<file path="src/rtl/breakpoint_unit.sv">
// ----------------------------------------------------------------------------
// breakpoint_unit
//
// Consumes the statement-trace stream produced by instrumented RTL. A small
// table of armed breakpoint IDs is compared against each accepted trace event.
// On a match, or on any accepted event while single-stepping, the block halts
// the design by dropping trace_ready and stays halted until the debugger
// raises resume.
//
// Ports:
//   clk, rst_n        clock, asynchronous active-low reset
//   trace_valid/ready valid/ready handshake of the trace stream
//   trace_id          statement ID of the current trace event
//   cfg_we/idx/id/en  breakpoint table write port (arm/disarm one entry)
//   step_mode         halt on every accepted event
//   resume            level-sampled release from halt
//   halted            design stopped at a statement
//   halt_id           statement ID that caused the last halt
//   halt_hit_idx      table entry that matched (0 for a pure step halt)
//   halt_by_step      last halt came from step_mode with no table match
//   event_count       accepted events, wrapping
//   halt_count        halts taken, saturating at all-ones
// ----------------------------------------------------------------------------
module breakpoint_unit #(
    parameter  int ID_WIDTH  = 32,
    parameter  int NUM_BP    = 8,
    parameter  int CNT_WIDTH = 16,
    localparam int IDX_WIDTH = $clog2(NUM_BP)
) (
    input  logic                 clk,
    input  logic                 rst_n,
    input  logic                 trace_valid,
    output logic                 trace_ready,
    input  logic [ID_WIDTH-1:0]  trace_id,
    input  logic                 cfg_we,
    input  logic [IDX_WIDTH-1:0] cfg_idx,
    input  logic [ID_WIDTH-1:0]  cfg_id,
    input  logic                 cfg_en,
    input  logic                 step_mode,
    input  logic                 resume,
    output logic                 halted,
    output logic [ID_WIDTH-1:0]  halt_id,
    output logic [IDX_WIDTH-1:0] halt_hit_idx,
    output logic                 halt_by_step,
    output logic [31:0]          event_count,
    output logic [CNT_WIDTH-1:0] halt_count
);

    typedef enum logic {
        RUN    = 1'b0,
        HALTED = 1'b1
    } state_t;

    state_t               state;
    logic [ID_WIDTH-1:0]  bp_id [NUM_BP];
    logic [NUM_BP-1:0]    bp_en;
    logic                 match_found;
    logic [IDX_WIDTH-1:0] match_idx;
    logic                 accept;

    // An event is consumed only while running; trace_ready is the registered
    // RUN indication, so this is exactly the valid/ready handshake.
    assign accept = trace_valid && trace_ready;

    // Breakpoint table. A write lands at the clock edge, so an accept in the
    // same cycle still sees the old contents through the comparator below.
    always_ff @(posedge clk or negedge rst_n) begin
        if (!rst_n) begin
            bp_en <= '0;
            for (int i = 0; i < NUM_BP; i++) begin
                bp_id[i] <= '0;
            end
        end else if (cfg_we) begin
            bp_id[cfg_idx] <= cfg_id;
            bp_en[cfg_idx] <= cfg_en;
        end
    end

    // Parallel compare against every armed entry. Scanning from the top down
    // lets the lowest matching index overwrite any higher one, so the lowest
    // index wins when several entries hold the same ID.
    always_comb begin
        match_found = 1'b0;
        match_idx   = '0;
        for (int i = NUM_BP - 1; i >= 0; i--) begin
            if (bp_en[i] && (bp_id[i] == trace_id)) begin
                match_found = 1'b1;
                match_idx   = IDX_WIDTH'(i);
            end
        end
    end

    // Run/halt state machine with registered handshake and status outputs.
    // The halting event itself is consumed, so after resume the stream
    // continues with the following event. resume is ignored while running.
    always_ff @(posedge clk or negedge rst_n) begin
        if (!rst_n) begin
            state        <= RUN;
            halted       <= 1'b0;
            trace_ready  <= 1'b1;
            halt_id      <= '0;
            halt_hit_idx <= '0;
            halt_by_step <= 1'b0;
            event_count  <= '0;
            halt_count   <= '0;
        end else begin
            case (state)
                RUN: begin
                    if (accept) begin
                        event_count <= event_count + 32'd1;
                        if (match_found || step_mode) begin
                            state        <= HALTED;
                            halted       <= 1'b1;
                            trace_ready  <= 1'b0;
                            halt_id      <= trace_id;
                            halt_hit_idx <= match_found ? match_idx : '0;
                            halt_by_step <= !match_found;
                            if (halt_count != '1) begin
                                halt_count <= halt_count + 1'b1;
                            end
                        end
                    end
                end
                HALTED: begin
                    if (resume) begin
                        state       <= RUN;
                        halted      <= 1'b0;
                        trace_ready <= 1'b1;
                    end
                end
                default: begin
                    state       <= RUN;
                    halted      <= 1'b0;
                    trace_ready <= 1'b1;
                end
            endcase
        end
    end

endmodule

</file>
<file path="config.mk">
export PLATFORM = sky130hd
export DESIGN_NAME = breakpoint_unit
export DESIGN_NICKNAME = d
export VERILOG_FILES = /design/src/rtl/breakpoint_unit.sv
export SDC_FILE = /design/constraint.sdc
export NUM_CORES = 1
export LEC_CHECK = 0
export CORE_MARGIN = 5
export CORE_UTILIZATION = 58
export DETAILED_ROUTE_END_ITERATION = 10
export GPL_TIMING_DRIVEN = 0
export PLACE_DENSITY_LB_ADDON = 0.2
export SLEW_MARGIN = 10
export SYNTH_ARGS = -nofsm -noshare
export SYNTH_HDL_FRONTEND = slang
export SYNTH_SLANG_ARGS = --single-unit
</file>
<file path="constraint.sdc">
create_clock -name clk -period 2.8 [get_ports clk]
set_input_delay 0.28 -clock clk [delete_from_list [all_inputs] [get_ports clk]]
set_output_delay 0.28 -clock clk [all_outputs]
set_load 0.005 [all_outputs]
</file>
* After elaboration in Yosys (flattened, before gate mapping)
Index checks and enable logic that the tools add are counted.
** Storage, ports and cells
- Bits in registers :: 351
- Bits in latches :: 0
- Memory bits (writable) :: 0
- Memory bits (read-only) :: 0
- Input bits :: 74
- Output and inout bits :: 86
- Logic and storage cells :: 89
- Memories :: 0
** Operators by class
- Add/subtract/negate cells :: 2
- Multipliers :: 0
- Divide/modulo/power cells :: 0
- $lt $le $gt $ge :: 4
- Eq/ne operators :: 12
- Shifts and indexed selects :: 0
- Mux-type cells :: 35
- Bitwise gates (word level) :: 2
- Reduce and logical (&&, ||, !) cells :: 17
** Operator list (count)
- $bwmux 256 :: 1
- $eq 32x32->1 :: 8
- $demux 32 s3 :: 1
- $add 32x1->32 const B :: 1
- $mux 32 :: 1
- $mux 3 :: 9
- $mux 1 :: 18
- $add 16x1->16 const B :: 1
- $ne 16x16->1 const B :: 1
- $logic_and 1x1->1 :: 11
- $bwmux 8 :: 1
- $ne 2x2->1 const B :: 3
- $pmux 1 s2 :: 3
- $reduce_and 3->1 :: 2
- $ge 4x4->1 const B :: 1
- $lt 3x4->1 const B :: 1
- $lt 4x1->1 const B :: 1
- $not 3->4 :: 1
- $reduce_and 4->1 :: 1
- $demux 1 s3 :: 1
- $ge 3x1->1 const B :: 1
- $reduce_and 2->1 :: 1
- $logic_not 1->1 :: 1
- $logic_or 1x1->1 :: 1
- $not 1->1 :: 1

* Logic depth before layout (Yosys ltp)
Gate-level depths: netlist (run 1).
- Depth after elaboration :: 14
- Depth in mapped cells :: 10
- Gate-level depth less buffers :: 8

* Worst setup path before layout (run 1)
Ideal clock, no wire load.
- Path kind :: input-to-reg
- From :: in trace_id[2]
- To :: reg halt_count[14]
- Library setup time :: 0.128 ns
- Arrival time :: 2.398 ns
- Required time :: 2.672 ns
- Slack :: 0.274 ns
- Stages :: 9
- Buffers on the path :: 1
- Cell sequence :: buf_4 xor2_1 nor4_1 nand4_1 or4_4 nand4_4 o31ai_4 nor4b_1 mux2_1
** On the way
- Longest elaborated chain between the ends :: 12
- Elaborated cells on any way between the ends :: 26
- Classes of those cells :: 8 x eq/ne; 8 x mux; 10 x reduce/logical
** Ends and longest elaborated chain
- start: declaration :: RTL line 34 : input logic [ID_WIDTH-1:0] trace_id,
- $eq 32x32->1 :: RTL line 86 : if (bp_en[i] && (bp_id[i] == trace_id)) begin
- $logic_and 1x1->1 :: RTL line 86
- $mux 1 (7 in series) :: RTL line 86
- $mux 1 * :: RTL line 86
- $logic_or 1x1->1 * :: RTL line 111 : if (match_found || step_mode) begin
- $reduce_and 4->1 (no line) *
- end signal: assignment :: RTL line 119 : halt_count <= halt_count + 1'b1;
- end: declaration :: RTL line 46 : output logic [CNT_WIDTH-1:0] halt_count
Mark *: on every way between the ends. The rest lies on a longest branch, timed or not.
A chain may end at the register's enable or synchronous reset.

* Final worst setup path (run 1)
- From :: reg bp_id[164] (netlist bit)
- To :: reg halt_count[1]
** On the way
- Longest elaborated chain between the ends :: 7
** Ends and longest elaborated chain
- start: declaration :: RTL line 55 : logic [ID_WIDTH-1:0] bp_id [NUM_BP];
- start signal: indexed assignment :: RTL line 74 : bp_id[cfg_idx] <= cfg_id;
- $eq 32x32->1 :: RTL line 86
- $logic_and 1x1->1 :: RTL line 86
- $mux 1 (3 in series) :: RTL line 86
- $logic_or 1x1->1 :: RTL line 111
- $reduce_and 4->1 (no line)
No other way between the ends.

==> results.tsv, run 1 <==
stage	metric	value	unit
placed_design	Placed Area	18300	um^2
run	maxcap violations	0	
drt	drc violations	0	
clock_network	CTS tree	built	
pwr	switching share of power	0.279	
pwr	Pleak	8.41	nW
sta	Setup Viol. Count Final	30	
pwr	Internal Power	0.0111	W
logic_synthesis	post-synthesis cell type count	40	
logic_synthesis	cell count after synthesis	1249	
grt	vias in the first global route	11000	
sta	max-slew violation count	0	
die	Boundary Pins	160	
placed_design	port bufs	123	
drt	1st-iter DRT viols	773	
run_status	status	finished, violations left	
layout	Layout Utilization	0.708	
die	die area	31900	um^2
pwr	clock power share	0.308	
pwr	net switching power	0.00431	W
sta	fin crit period	2.88	ns
placed_design	GPL Wtd Cong	0.959	
logic_synthesis	asr flop ratio synth	1.00	
logic_synthesis	Post-synth top flop	dfrtp_1	
clock_network	root buf cell	clkbuf_16	
logic_synthesis	Avg Synthesized Cell Area	13.2	um^2
sta	RSZ-0062 raised after global routing	true	
layout	fin area	19800	um^2
layout	antenna fix cells	0	
layout	commonest cells after routing, fill and taps aside	dfrtp_1, mux2_2, xor2_1	
drt	number of vias per cell	5.86	
worst_setup_path	WS Path Type	reg2reg	
worst_setup_path	Critical Path RT	3.19	ns
pwr	total power	0.0155	W
logic_synthesis	post-synthesis sequential area ratio	0.533	
grt	grt ovf	0	
grt	pin count of the biggest net entering global routing	114	
worst_setup_path	startpoint type of the worst setup path	flop	
drt	drt wl/cell	24.8	um
pwr	P per Cell Area	781	nW/um^2
sta	Final WS setup	-0.0827	ns
grt	GRT Util Overall	0.286	
logic_synthesis	Synthesized Nets	1325	
worst_setup_path	critical path arrival	3.28	ns
clock_network	H-tree depth	2	
drt	Routed Antenna Nets	0	
drt	Post-Route WL	45200	um
run_status	violated checks	setup timing	
logic_synthesis	Seq cells post-synth	351	
clock_network	Sink Count	351	
pwr	Peak VDD IR	0.564	mV
worst_setup_path	CP Capture Type	flop	
hold_path	worst hold path class	in2reg	
layout	Final nets	1499	
grt	first-pass GRT wire length	67700	um
placed_design	dpl hpwl	31600	um
die	CORE AREA	27900	um^2
clock_network	CTS max path bufs	3	
logic_synthesis	cell area after synthesis	16500	um^2
die	Die Wd	179	um
sta	crit share post-route	1.03	
layout	commonest non-fill, non-tap cell in the layout	dfrtp_1	
clock_network	Clock Latency Late Sink	0.51	ns
die	num rows	61	
drt	drt pass-1 iters	5	
grt	initial antenna violation count	0	
sta	Max Clock Freq	347	MHz
drt	via count	10700	
layout	share of cells above drive strength 1	0.301	
die	Starting Density	0.590	
sta	final count of hold timing violations	0	
sta	hold slack	0.106	ns
clock_network	clock slew at reported path FFs	0.06	ns
clock_network	Inserted Clock Buffers	37	
layout	Syn-to-layout area delta	19.9	%
sta	Clock Skew	0.0128	ns
pwr	Comb pwr share	0.237	
worst_setup_path	Max FO, Critical Path	8	
sta	Worst-Margin Slew	1.08	ns
logic_synthesis	number of synthesized flops with an enable pin	0	
die	Die Span Y	179	um
logic_synthesis	Synthesis Warnings	0	
pwr	Reg power frac	0.455	
sta	Slew headroom	0.282	
==> power by group through the flow <==
| stage | Combinational (W) | Clock, W | Sequential [W] |
|---|---|---|---|
| final | 0.00365 | 0.00476 | 0.00703 |
| after CTS | 0.00367 | 0.00482 | 0.00703 |
| after global placement | 0.00344 | 0 | 0.00704 |
| after detailed placement | 0.00353 | 0 | 0.00710 |
| after global routing | 0.00392 | 0.00505 | 0.00718 |
| after floorplan | 0.00201 | 0 | 0.00697 |
==> area by class of cell <==
type	count	area [um^2]
buffer	66	369
clock buffer	56	1090
clock inverter	4	70.1
fill	2000	8160
inverter	6	22.5
multi-input combinational	826	7580
sequential	351	8780
tap	378	473
timing repair buffer	135	1390
==> routing by layer <==
metal	GRT usage	wire length [um]
met5	0	0
met2	0.452	21100
met3	0.0384	2630
met1	0.401	19300
met4	0.123	2200
==> critical path: stages, from the launching register on <==
cell,delay (ns)
dfrtp_1,0.38
xor2_1,0.19
nor4_4,0.52
nand4_1,0.21
or4_4,0.55
nand4_4,0.13
o31ai_4,0.14
buf_6,0.20
nor2_4,0.12
mux2_1,0.32
==> timing repair <==
action                                 4_1_cts  5_1_grt
setup endpoints to repair                   55       49
endpoints found under the hold margin       35        0
hold buffers                                 1        0
cloned                                       1        0
buffers inserted                             7        0
pin swaps                                    6        9
gates resized for setup                     36        8
==> cells in the mapped netlist, types with 3 or more instances <==
cell type | count | area (um^2)
and3_1 | 9 | 56.3
o21ai_0 | 5 | 25.0
nand2b_1 | 4 | 25.0
nor3b_1 | 4 | 30.0
nand4b_1 | 3 | 26.3
buf_2 | 22 | 110
inv_1 | 6 | 22.5
buf_4 | 8 | 60.1
nand4_1 | 28 | 175
clkbuf_1 | 29 | 109
xor2_1 | 206 | 1800
nor4_1 | 47 | 294
buf_6 | 7 | 78.8
nor4_2 | 3 | 37.5
nor3_1 | 15 | 75.1
nand2_1 | 38 | 143
xnor2_1 | 91 | 797
dfrtp_1 | 350 | 8760
or3_1 | 5 | 31.3
mux2_2 | 297 | 3340
nor2_1 | 19 | 71.3
nand3_1 | 29 | 145
==> final timing paths <==
path                            depth (start not counted)                         from                          end  slack (ns)
worst min register to register                          1  event_count[31]$_DFFE_PN0P_  event_count[31]$_DFFE_PN0P_        0.47
max in group asynchronous                               3                        rst_n       halt_id[5]$_DFFE_PN0P_        1.77
worst min-delay path                                    2                 trace_id[18]      halt_id[18]$_DFFE_PN0P_        0.11
worst max register to register                          9       bp_id[164]$_DFFE_PN0P_    halt_count[1]$_DFFE_PN0P_       -0.08
worst max-delay path                                    9       bp_id[164]$_DFFE_PN0P_    halt_count[1]$_DFFE_PN0P_       -0.08
min in group asynchronous                               2                        rst_n    halt_count[2]$_DFFE_PN0P_        0.20
==> per-stage QoR <==
step / setup slack, ns / setup TNS (ns) / cells
global placement: -13.93 / -4903.31 / 1750
CTS: -0.0336 / -0.0373 / 1822
detailed placement: -0.755 / -32.19 / 1753
finish: -0.0827 / -0.937 / 1822
floorplan: 0.274 / 0 / 1249
global route: -0.156 / -2.67 / 1822
==> logic make-up after synthesis <==
family | after synthesis | share of synthesized area
compound gates | 16 | 0.00744
buf+inv | 72 | 0.0231
simple gates | 212 | 0.0732
fa+ha+maj | 2 | 0.00152
flops | 351 | 0.533
xor+xnor | 297 | 0.158
mux | 299 | 0.204
==> state kept, by name, indices dropped and copies added (netlist names), 3 cells and up <==
signal / flops
halt_hit_idx: 3
event_count: 32
bp_en: 8
halt_count: 16
bp_id: 256
halt_id: 32
Power figures use the tool's default switching activity.
==> inputs of run 2 (changes only) <==
--- a/config.mk
+++ b/config.mk
@@ -6,7 +6,7 @@
 export NUM_CORES = 1
 export LEC_CHECK = 0
 export CORE_MARGIN = 5
-export CORE_UTILIZATION = 58
+export CORE_UTILIZATION = 52
 export DETAILED_ROUTE_END_ITERATION = 10
 export GPL_TIMING_DRIVEN = 0
 export PLACE_DENSITY_LB_ADDON = 0.2
==> constraint.sdc (replaced) <==
create_clock -name clk -period 2.5 [get_ports clk]
set_input_delay 0.25 -clock clk [delete_from_list [all_inputs] [get_ports clk]]
set_output_delay 0.25 -clock clk [all_outputs]
set_load 0.005 [all_outputs]
==> run 2 against run 1 <==
The run still ends with setup timing left. Register-to-register slack worse by 0.23 ns. Clock power up 20%. Setup slack worse by 0.23 ns. Largest cell class unchanged. Largest power group unchanged. Highest routed layer unchanged.
==> results.tsv, run 2 (synthesized netlist as in run 1, its figures left out) <==
stage	metric	value	unit
pwr	Pleak	8.55	nW
drt	drt pass-1 iters	5	
placed_design	pre-CTS setup slack	-1.17	ns
layout	Layout Utilization	0.642	
die	Starting Density	0.525	
pwr	P per Cell Area	884	nW/um^2
pwr	Peak VDD IR	0.740	mV
grt	initial antenna violation count	0	
sta	Setup Viol. Count Final	53	
sta	Slew headroom	0.231	
grt	vias in the first global route	11200	
layout	fin area	20200	um^2
clock_network	Sink Count	351	
die	Die Span Y	188	um
drt	number of vias per cell	5.74	
die	die area	35400	um^2
drt	Post-Route WL	47100	um
sta	max-slew violation count	0	
layout	Largest register FFs	256	
layout	Top reg by flops	bp_id	
layout	commonest non-fill, non-tap cell in the layout	dfrtp_1	
placed_design	dpl hpwl	32200	um
drt	1st-iter DRT viols	732	
drt	Routed Antenna Nets	0	
sta	RSZ-0062 raised after global routing	true	
worst_setup_path	WS Path Type	reg2reg	
worst_setup_path	startpoint type of the worst setup path	flop	
pwr	total power	0.0178	W
drt	drc violations	0	
clock_network	root buf cell	clkbuf_16	
die	CORE AREA	31400	um^2
layout	Final nets	1504	
sta	Clock Skew	0.0136	ns
clock_network	CTS max path bufs	3	
run_status	status	finished, violations left	
layout	Syn-to-layout area delta	22.2	%
worst_setup_path	Critical Path RT	2.94	ns
worst_setup_path	reg2reg setup slack	-0.31	ns
sta	Max Clock Freq	356	MHz
worst_setup_path	critical path arrival	3.25	ns
run_status	violated checks	setup timing	
run	maxcap violations	0	
drt	via count	10600	
placed_design	GPL Wtd Cong	0.884	
sta	fin crit period	2.81	ns
grt	pin count of the biggest net entering global routing	113	
drt	drt wl/cell	25.4	um
placed_design	Placed Area	18300	um^2
hold_path	worst hold path class	in2reg	
layout	largest registers	bp_id x256, event_count x32, halt_id x32	
clock_network	H-tree depth	2	
sta	Final WS setup	-0.308	ns
sta	crit share post-route	1.12	
grt	first-pass GRT wire length	70100	um
layout	antenna fix cells	0	
layout	commonest cells after routing, fill and taps aside	dfrtp_1, mux2_2, xor2_1	
worst_setup_path	Max FO, Critical Path	5	
layout	share of cells above drive strength 1	0.320	
die	Boundary Pins	160	
die	num rows	65	
clock_network	Inserted Clock Buffers	39	
grt	grt ovf	0	
grt	GRT Util Overall	0.263	
die	Die Wd	188	um
sta	final count of hold timing violations	0	
placed_design	port bufs	123	
worst_setup_path	cells on worst reg2reg path	9	
clock_network	clock slew at reported path FFs	0.06	ns
hold_path	Worst Hold Depth	2	
clock_network	Clock Latency Late Sink	0.53	ns
sta	Worst-Margin Slew	1.15	ns
worst_setup_path	CP Capture Type	flop	
clock_network	CTS tree	built	
==> run 2: path summary, 6_finish.rpt <==
| path | startpoint | end |
|---|---|---|
| max | bp_id[178]$_DFFE_PN0P_ | halt_count[3]$_DFFE_PN0P_ |
| min in group asynchronous | rst_n | halt_count[5]$_DFFE_PN0P_ |
| max in group asynchronous | rst_n | bp_id[114]$_DFFE_PN0P_ |
| min reg2reg | halted$_DFFE_PN0P_ | halted$_DFFE_PN0P_ |
| max reg2reg | bp_id[178]$_DFFE_PN0P_ | halt_count[3]$_DFFE_PN0P_ |
| min | trace_id[18] | halt_id[18]$_DFFE_PN0P_ |
==> run 2: repair_timing <==
action | 4_1_cts | 5_1_grt
hold endpoints to repair | 76 | 0
setup endpoints to repair | 58 | 63
gates cloned | 3 | 0
hold buffers | 1 | 0
resized for setup | 55 | 35
pin swaps | 11 | 27
setup buffers | 3 | 6
==> run 2: worst max-delay path, stage by stage, from the launching register on <==
cell and delay [ns]:
dfrtp_1 0.39, xor2_1 0.20, nor4_4 0.50, nand4_1 0.18, or4_4 0.55, nand4_4 0.17
o31ai_4 0.17, buf_6 0.21, nor3b_4 0.20, xor2_1 0.16
==> run 2: through the flow <==
step           TNS (ns)  hold WS, ns  instances
5_1_grt          -15.60       0.0765       1856
6_report         -12.11       0.0634       1856
4_1_cts          -11.74       0.0538       1851
3_3_place_gp   -5111.80        0.459       1774
3_5_place_dp     -64.99        0.273       1777
2_1_floorplan         0      -0.0456       1249
==> run 2: metal layers <==
layer | wire (um) | track usage
met5 | 0 | 0
met3 | 3160 | 0.0622
met2 | 22200 | 0.419
met1 | 19800 | 0.352
met4 | 1880 | 0.103
==> run 2: area by class of cell <==
type / count / area [um^2]
buffer: 65 / 383
clock buffer: 62 / 1210
clock inverter: 5 / 50.0
fill: 2461 / 11200
inverter: 6 / 22.5
multi-input combinational: 827 / 7760
sequential: 351 / 8780
tap: 402 / 503
timing repair buffer: 138 / 1430
==> run 2: report_power, final <==
part | internal (W) | switching (W) | leakage, nW
sequential | 0.00700 | 0.000884 | 4.29
clock | 0.00342 | 0.00229 | 0.626
combinational | 0.00236 | 0.00186 | 3.64
